==> src/rtl/atan2_cordic_seq.sv <==
// -----------------------------------------------------------------------------
// atan2_cordic_seq
// Sequential CORDIC vectoring engine. It accepts a signed (x, y) pair and
// returns the four-quadrant arctangent in fixed-point degrees, together with
// the magnitude scaled by the CORDIC gain K ~= 1.64676 (K is not removed).
// One micro-rotation is done per clock, so the latency is ITER cycles.
//
// Ports
//   clk        : rising-edge clock
//   rst_n      : asynchronous active-low reset
//   in_valid   : input pair valid
//   in_ready   : engine idle and able to accept (registered)
//   in_x, in_y : signed two's complement inputs, W bits
//   out_valid  : result valid, held until out_ready (registered)
//   out_ready  : downstream accepts the result
//   out_angle  : signed degrees, FRAC fractional bits, range (-180, +180]
//   out_mag    : unsigned magnitude * K, W+1 bits
// -----------------------------------------------------------------------------
module atan2_cordic_seq #(
  parameter int W    = 32,
  parameter int ITER = 16,
  parameter int FRAC = 8
) (
  input  logic            clk,
  input  logic            rst_n,
  input  logic            in_valid,
  output logic            in_ready,
  input  logic [W-1:0]    in_x,
  input  logic [W-1:0]    in_y,
  output logic            out_valid,
  input  logic            out_ready,
  output logic [9+FRAC:0] out_angle,
  output logic [W:0]      out_mag
);

  // x/y carry two guard bits: one for negating -2^(W-1), one for the
  // growth by K*sqrt(2) during the micro-rotations.
  localparam int XW = W + 2;
  // Angle accumulator keeps four extra fractional bits below the output LSB.
  localparam int ZF = FRAC + 4;
  localparam int ZW = 10 + ZF;
  localparam int AW = 10 + FRAC;
  localparam int IW = 5;
  // The arctangent table is stored with 20 fractional bits and rescaled.
  localparam int SH = 20 - ZF;
  localparam logic [31:0] RND = (32'd1 << SH) >> 1;

  localparam logic signed [ZW-1:0] Z90    = ZW'(32'sd90 * (32'sd1 <<< ZF));
  localparam logic signed [ZW-1:0] Z_HALF = ZW'(32'sd8);
  localparam logic signed [ZW-1:0] A180   = ZW'(32'sd180 * (32'sd1 <<< FRAC));
  localparam logic signed [ZW-1:0] A360   = ZW'(32'sd360 * (32'sd1 <<< FRAC));

  typedef enum logic [1:0] {S_IDLE, S_ITER, S_DONE} state_t;

  state_t                r_state;
  logic signed [XW-1:0]  r_x;
  logic signed [XW-1:0]  r_y;
  logic signed [ZW-1:0]  r_z;
  logic [IW-1:0]         r_i;
  logic                  r_zero;
  logic                  r_negaxis;

  logic signed [XW-1:0]  w_x_ext;
  logic signed [XW-1:0]  w_y_ext;
  logic signed [XW-1:0]  w_x0;
  logic signed [XW-1:0]  w_y0;
  logic signed [ZW-1:0]  w_z0;
  logic signed [XW-1:0]  w_xs;
  logic signed [XW-1:0]  w_ys;
  logic signed [ZW-1:0]  w_rom;
  logic signed [XW-1:0]  w_x_nx;
  logic signed [XW-1:0]  w_y_nx;
  logic signed [ZW-1:0]  w_z_nx;
  logic signed [ZW-1:0]  w_zr;
  logic signed [ZW-1:0]  w_ar;
  logic signed [ZW-1:0]  w_an;
  logic [AW-1:0]         w_ang_fin;
  logic [W:0]            w_mag_fin;

  // atan(2^-i) in degrees, scaled by 2^20, rounded to the accumulator LSB.
  function automatic logic signed [ZW-1:0] atan_rom(input logic [IW-1:0] idx);
    logic [31:0] t;
    case (idx)
      5'd0:    t = 32'd47185920;
      5'd1:    t = 32'd27855475;
      5'd2:    t = 32'd14718068;
      5'd3:    t = 32'd7471121;
      5'd4:    t = 32'd3750058;
      5'd5:    t = 32'd1876857;
      5'd6:    t = 32'd938658;
      5'd7:    t = 32'd469357;
      5'd8:    t = 32'd234682;
      5'd9:    t = 32'd117342;
      5'd10:   t = 32'd58671;
      5'd11:   t = 32'd29335;
      5'd12:   t = 32'd14668;
      5'd13:   t = 32'd7334;
      5'd14:   t = 32'd3667;
      5'd15:   t = 32'd1833;
      5'd16:   t = 32'd917;
      5'd17:   t = 32'd458;
      5'd18:   t = 32'd229;
      5'd19:   t = 32'd115;
      5'd20:   t = 32'd57;
      5'd21:   t = 32'd29;
      5'd22:   t = 32'd14;
      5'd23:   t = 32'd7;
      default: t = 32'd0;
    endcase
    return ZW'((t + RND) >> SH);
  endfunction

  // Sign-extend first so negating the most negative input cannot overflow.
  assign w_x_ext = $signed({{2{in_x[W-1]}}, in_x});
  assign w_y_ext = $signed({{2{in_y[W-1]}}, in_y});

  // Pre-rotation folds the left half-plane into the right one by +/-90 deg.
  always_comb begin
    w_x0 = w_x_ext;
    w_y0 = w_y_ext;
    w_z0 = '0;
    if (!in_x[W-1]) begin
      w_x0 = w_x_ext;
      w_y0 = w_y_ext;
      w_z0 = '0;
    end else if (!in_y[W-1]) begin
      w_x0 = w_y_ext;
      w_y0 = -w_x_ext;
      w_z0 = Z90;
    end else begin
      w_x0 = -w_y_ext;
      w_y0 = w_x_ext;
      w_z0 = -Z90;
    end
  end

  // One micro-rotation: drive y towards zero, accumulate the rotated angle.
  assign w_xs  = r_x >>> r_i;
  assign w_ys  = r_y >>> r_i;
  assign w_rom = atan_rom(r_i);

  always_comb begin
    if (!r_y[XW-1]) begin
      w_x_nx = r_x + w_ys;
      w_y_nx = r_y - w_xs;
      w_z_nx = r_z + w_rom;
    end else begin
      w_x_nx = r_x - w_ys;
      w_y_nx = r_y + w_xs;
      w_z_nx = r_z - w_rom;
    end
  end

  // Round half-up to the output LSB, then wrap into (-180, +180].
  assign w_zr = w_z_nx + Z_HALF;
  assign w_ar = w_zr >>> 4;

  always_comb begin
    if (w_ar > A180) begin
      w_an = w_ar - A360;
    end else if (w_ar <= -A180) begin
      w_an = w_ar + A360;
    end else begin
      w_an = w_ar;
    end
  end

  // Zero vector and negative real axis are decided at load, not by CORDIC,
  // so the origin reads 0 and the negative axis never lands on -180.
  always_comb begin
    if (r_zero) begin
      w_ang_fin = '0;
      w_mag_fin = '0;
    end else if (r_negaxis) begin
      w_ang_fin = AW'(A180);
      w_mag_fin = (W+1)'(w_x_nx);
    end else begin
      w_ang_fin = AW'(w_an);
      w_mag_fin = (W+1)'(w_x_nx);
    end
  end

  // Control FSM, datapath registers and registered handshake/outputs.
  always_ff @(posedge clk or negedge rst_n) begin
    if (!rst_n) begin
      r_state   <= S_IDLE;
      r_x       <= '0;
      r_y       <= '0;
      r_z       <= '0;
      r_i       <= '0;
      r_zero    <= 1'b0;
      r_negaxis <= 1'b0;
      in_ready  <= 1'b1;
      out_valid <= 1'b0;
      out_angle <= '0;
      out_mag   <= '0;
    end else begin
      case (r_state)
        S_IDLE: begin
          if (in_valid) begin
            r_x       <= w_x0;
            r_y       <= w_y0;
            r_z       <= w_z0;
            r_i       <= '0;
            r_zero    <= (in_x == '0) && (in_y == '0);
            r_negaxis <= in_x[W-1] && (in_y == '0);
            in_ready  <= 1'b0;
            r_state   <= S_ITER;
          end else begin
            in_ready  <= 1'b1;
          end
        end
        S_ITER: begin
          r_x <= w_x_nx;
          r_y <= w_y_nx;
          r_z <= w_z_nx;
          if (r_i == IW'(ITER - 1)) begin
            out_angle <= w_ang_fin;
            out_mag   <= w_mag_fin;
            out_valid <= 1'b1;
            r_state   <= S_DONE;
          end else begin
            r_i <= r_i + 5'd1;
          end
        end
        S_DONE: begin
          if (out_ready) begin
            out_valid <= 1'b0;
            in_ready  <= 1'b1;
            r_state   <= S_IDLE;
          end else begin
            out_valid <= 1'b1;
          end
        end
        default: begin
          r_state   <= S_IDLE;
          in_ready  <= 1'b1;
          out_valid <= 1'b0;
        end
      endcase
    end
  end

endmodule

==> config.mk <==
export PLATFORM = sky130hd
export DESIGN_NAME = atan2_cordic_seq
export DESIGN_NICKNAME = d
export VERILOG_FILES = /design/src/rtl/atan2_cordic_seq.sv
export SDC_FILE = /design/constraint.sdc
export NUM_CORES = 1
export LEC_CHECK = 0
export ABC_CLOCK_PERIOD_IN_PS = 13200
export BUFFER_PORTS_ARGS = -buffer_cell sky130_fd_sc_hd__buf_2
export CORE_ASPECT_RATIO = 0.5
export CORE_MARGIN = 2
export CORE_UTILIZATION = 40
export CTS_CLUSTER_DIAMETER = 120
export DETAILED_ROUTE_END_ITERATION = 10
export PLACE_DENSITY = 0.53
export SLEW_MARGIN = 40
export SYNTH_ARGS = -nofsm -noshare
export SYNTH_HDL_FRONTEND = slang
export SYNTH_SLANG_ARGS = --single-unit
==> constraint.sdc <==
create_clock -name clk -period 13.2 [get_ports clk]
set_input_delay 1.32 -clock clk [delete_from_list [all_inputs] [get_ports clk]]
set_output_delay 1.32 -clock clk [all_outputs]
set_load 0.05 [all_outputs]
==> insert_results.sql <==
INSERT INTO impl_metrics (metric_group, metric, value, unit) VALUES
('sta', 'worst_clock_skew', '0.01929', 'ns'),
('min_path', 'hold-path-endpoint', 'out_angle[9]', ''),
('synth', 'synth_area_per_cell', '8.370', 'µm²'),
('floorplanning', 'die-area', '51800', 'µm²'),
('worst_setup_path', 'worst_path_most_repeated_cell', 'ha_1', ''),
('worst_setup_path', 'critical_path_cell_with_the_highest_stage_delay', 'dfrtp_4', ''),
('worst_setup_path', 'timing.rr.start', 'r_i[0]', ''),
('run', 'timing.max_cap.violations', '0', ''),
('clock_tree', 'postCtsSetupRepairBufs', '0', ''),
('floorplanning', 'dieHeight', '161.9', 'µm'),
('clock_tree', 'clock_tree.htree_level_count', '4', ''),
('sta', 'final.setup.tns', '0', 'ns'),
('sta', 'hold_viol', '0', ''),
('run_status', 'run_status', 'finished clean', ''),
('synth', 'yosysMostFrequentCell', 'nor2_1', ''),
('synth', 'syn-num-nets', '2563', ''),
('worst_setup_path', 'rr_worst_depth', '25', ''),
('placed_design', 'io_buffer_count', '120', ''),
('sta', 'final.period_utilization', '62.88', '%'),
('synth', 'async_reset_ff_share', '100.0', '%'),
('clock_tree', 'hold_buffers', '0', ''),
('route', 'routedWlPerCell', '22.34', 'µm'),
('worst_setup_path', 'crit_path_max_fanout', '51', ''),
('route', 'routed_via_density', '6.142', ''),
('global_routing', 'global_route.overflow_total', '0', ''),
('placed_design', 'place.detailed.hpwl', '52270', 'µm'),
('floorplanning', 'die_width', '319.9', 'µm'),
('global_routing', 'grt_util_all_layers', '26.17', '%'),
('min_path', 'timing.hold.worst_path_depth', '2', ''),
('clock_tree', 'tritoncts', 'yes', ''),
('floorplanning', 'core_region_area', '48920', 'µm²'),
('worst_setup_path', 'crit_path_end_kind', 'flip-flop', ''),
('min_path', 'min-delay-start', 'out_angle[9]', ''),
('route', 'wl_met3', '5285', 'µm'),
('floorplanning', 'initial_core_util', '40.79', '%'),
('sta', 'final-setup-viol-count', '0', ''),
('sta', 'timing.final.max_slew_violations', '0', ''),
('route', 'drt_pass1_iterations', '5', ''),
('route', 'route.layer.met1.wl', '32940', 'µm'),
('worst_setup_path', 'arrival_worst_endpoint', '8.64', 'ns'),
('clock_tree', 'cts_sinks', '152', ''),
('route', 'met2RoutedLength', '28950', 'µm'),
('synth', 'synthDistinctLibCells', '117', ''),
('worst_setup_path', 'max_stage_delay', '0.92', 'ns'),
('synth', 'synthesis.area', '19950', 'µm²'),
('worst_setup_path', 'r2r_setup_slack', '4.90', 'ns'),
('synth', 'yosys_most_used_dff', 'dfrtp_1', ''),
('route', 'dr_total_vias', '18820', ''),
('floorplanning', 'floorplan.rows', '57', ''),
('clock_tree', 'ctsRootBufferMaster', 'clkbuf_16', ''),
('layout', 'finalNonFillerCells', '3064', ''),
('sta', 'timing.slew.headroom', '43.12', '%'),
('sta', 'max_clock_freq', '120.5', 'MHz'),
('route', 'antenna_left', '0', ''),
('floorplanning', 'pin_count', '121', ''),
('sta', 'worst_slew_pin_slew', '0.8481', 'ns'),
('synth', 'postSynthRegisterBits', '152', ''),
('placed_design', 'gp_routability_congestion', '0.9010', ''),
('worst_setup_path', 'cp-start-kind', 'flip-flop', ''),
('clock_tree', 'postCtsResizedCells', '0', ''),
('synth', 'synth-edff-count', '0', ''),
('clock_tree', 'cts_inserted_buffers', '17', ''),
('synth', 'yosys.area.top_type', 'dfrtp_1', ''),
('global_routing', 'first_pass_grt_wire_length', '105000', 'µm'),
('route', 'detailed_route_drc_error_count', '0', ''),
('worst_setup_path', 'crit_type', 'reg2reg', ''),
('clock_tree', 'clkLatencyLatePin', '0.48', 'ns'),
('clock_tree', 'path_clk_slew', '0.07', 'ns'),
('global_routing', 'grt_start_max_net_pins', '89', ''),
('placed_design', 'dpl.cell_count', '3031', ''),
('route', 'drt-total-wl', '68440', 'µm');
## metal layers
| metal | track usage (%) | vias up |
|---|---|---|
| li1 | - | 8998 |
| met1 | 38.52 | 9133 |
| met2 | 38.57 | 641 |
| met3 | 6.022 | 48 |
| met4 | 6.253 | 0 |
| met5 | 0 | - |
## registers in the layout (all words and copies together), names as in the netlist
name	cells
out_mag	33
r_i	5
out_angle	18
out_valid	1
r_x	34
r_z	22
r_y	34
r_state	2
r_zero	1
in_ready	1
r_negaxis	1
## metrics by stage
stage	hold slack (ns)	setup WS, ns	area (µm²)
3_5_place_dp	0.4670	4.883	20820
6_report	0.4757	4.900	21460
4_1_cts	0.4833	4.898	21420
5_1_grt	0.5060	4.229	21460
3_3_place_gp	0.4608	5.144	20780
2_1_floorplan	0.4453	5.737	19950
## kinds of logic after synthesis
group / synth area share, %
AOI/OAI and AO/OA: 26.44
and+or+nand+nor: 17.78
buffers and inverters: 5.493
xor gates and xnor gates: 9.312
muxes: 14.84
DFF: 19.07
adders and majority gates: 7.073
## worst max path at each step
stage	end	slack (ns)
floorplan	out_angle[15]	5.74
global placement	out_angle[15]	5.14
detailed placement	out_angle[12]	4.88
CTS	out_angle[12]	4.90
global route	out_angle[15]	4.23
finish	out_angle[12]	4.90
## cells in the final DEF, fill, tap and decap left out, types with 34 or more instances in the layout
cell / n
nor3_1: 42
nor2_1: 231
a21oi_1: 224
xnor2_1: 119
a22o_1: 42
buf_2: 118
xor2_1: 86
a21o_1: 34
a211oi_1: 55
dfrtp_1: 146
ha_1: 107
or3_1: 38
inv_1: 68
mux4_2: 71
mux2i_1: 45
nand2_1: 204
o21ai_0: 164
## worst max-delay path: cells and delay by family, from the launching register on
kind / cells / cell delay, ns
simple gates: 8 / 2.27
compound gates: 8 / 2.42
buf+inv: 2 / 0.38
flops: 1 / 0.92
xor+xnor: 3 / 0.85
fa+ha+maj: 4 / 1.31
## cell type report
cell class,count,area (µm²)
flip-flops and latches,152,3814
fillers,4925,27470
inverters,73,274.0
well taps,649,812.0
clock inverters,15,176.4
repair buffers,146,847.1
multi-input cells,2012,15110
clock buffers,17,425.4
Power is not shown: default switching activity piles up to over one toggle a cycle in this logic, so the estimate is an artifact.
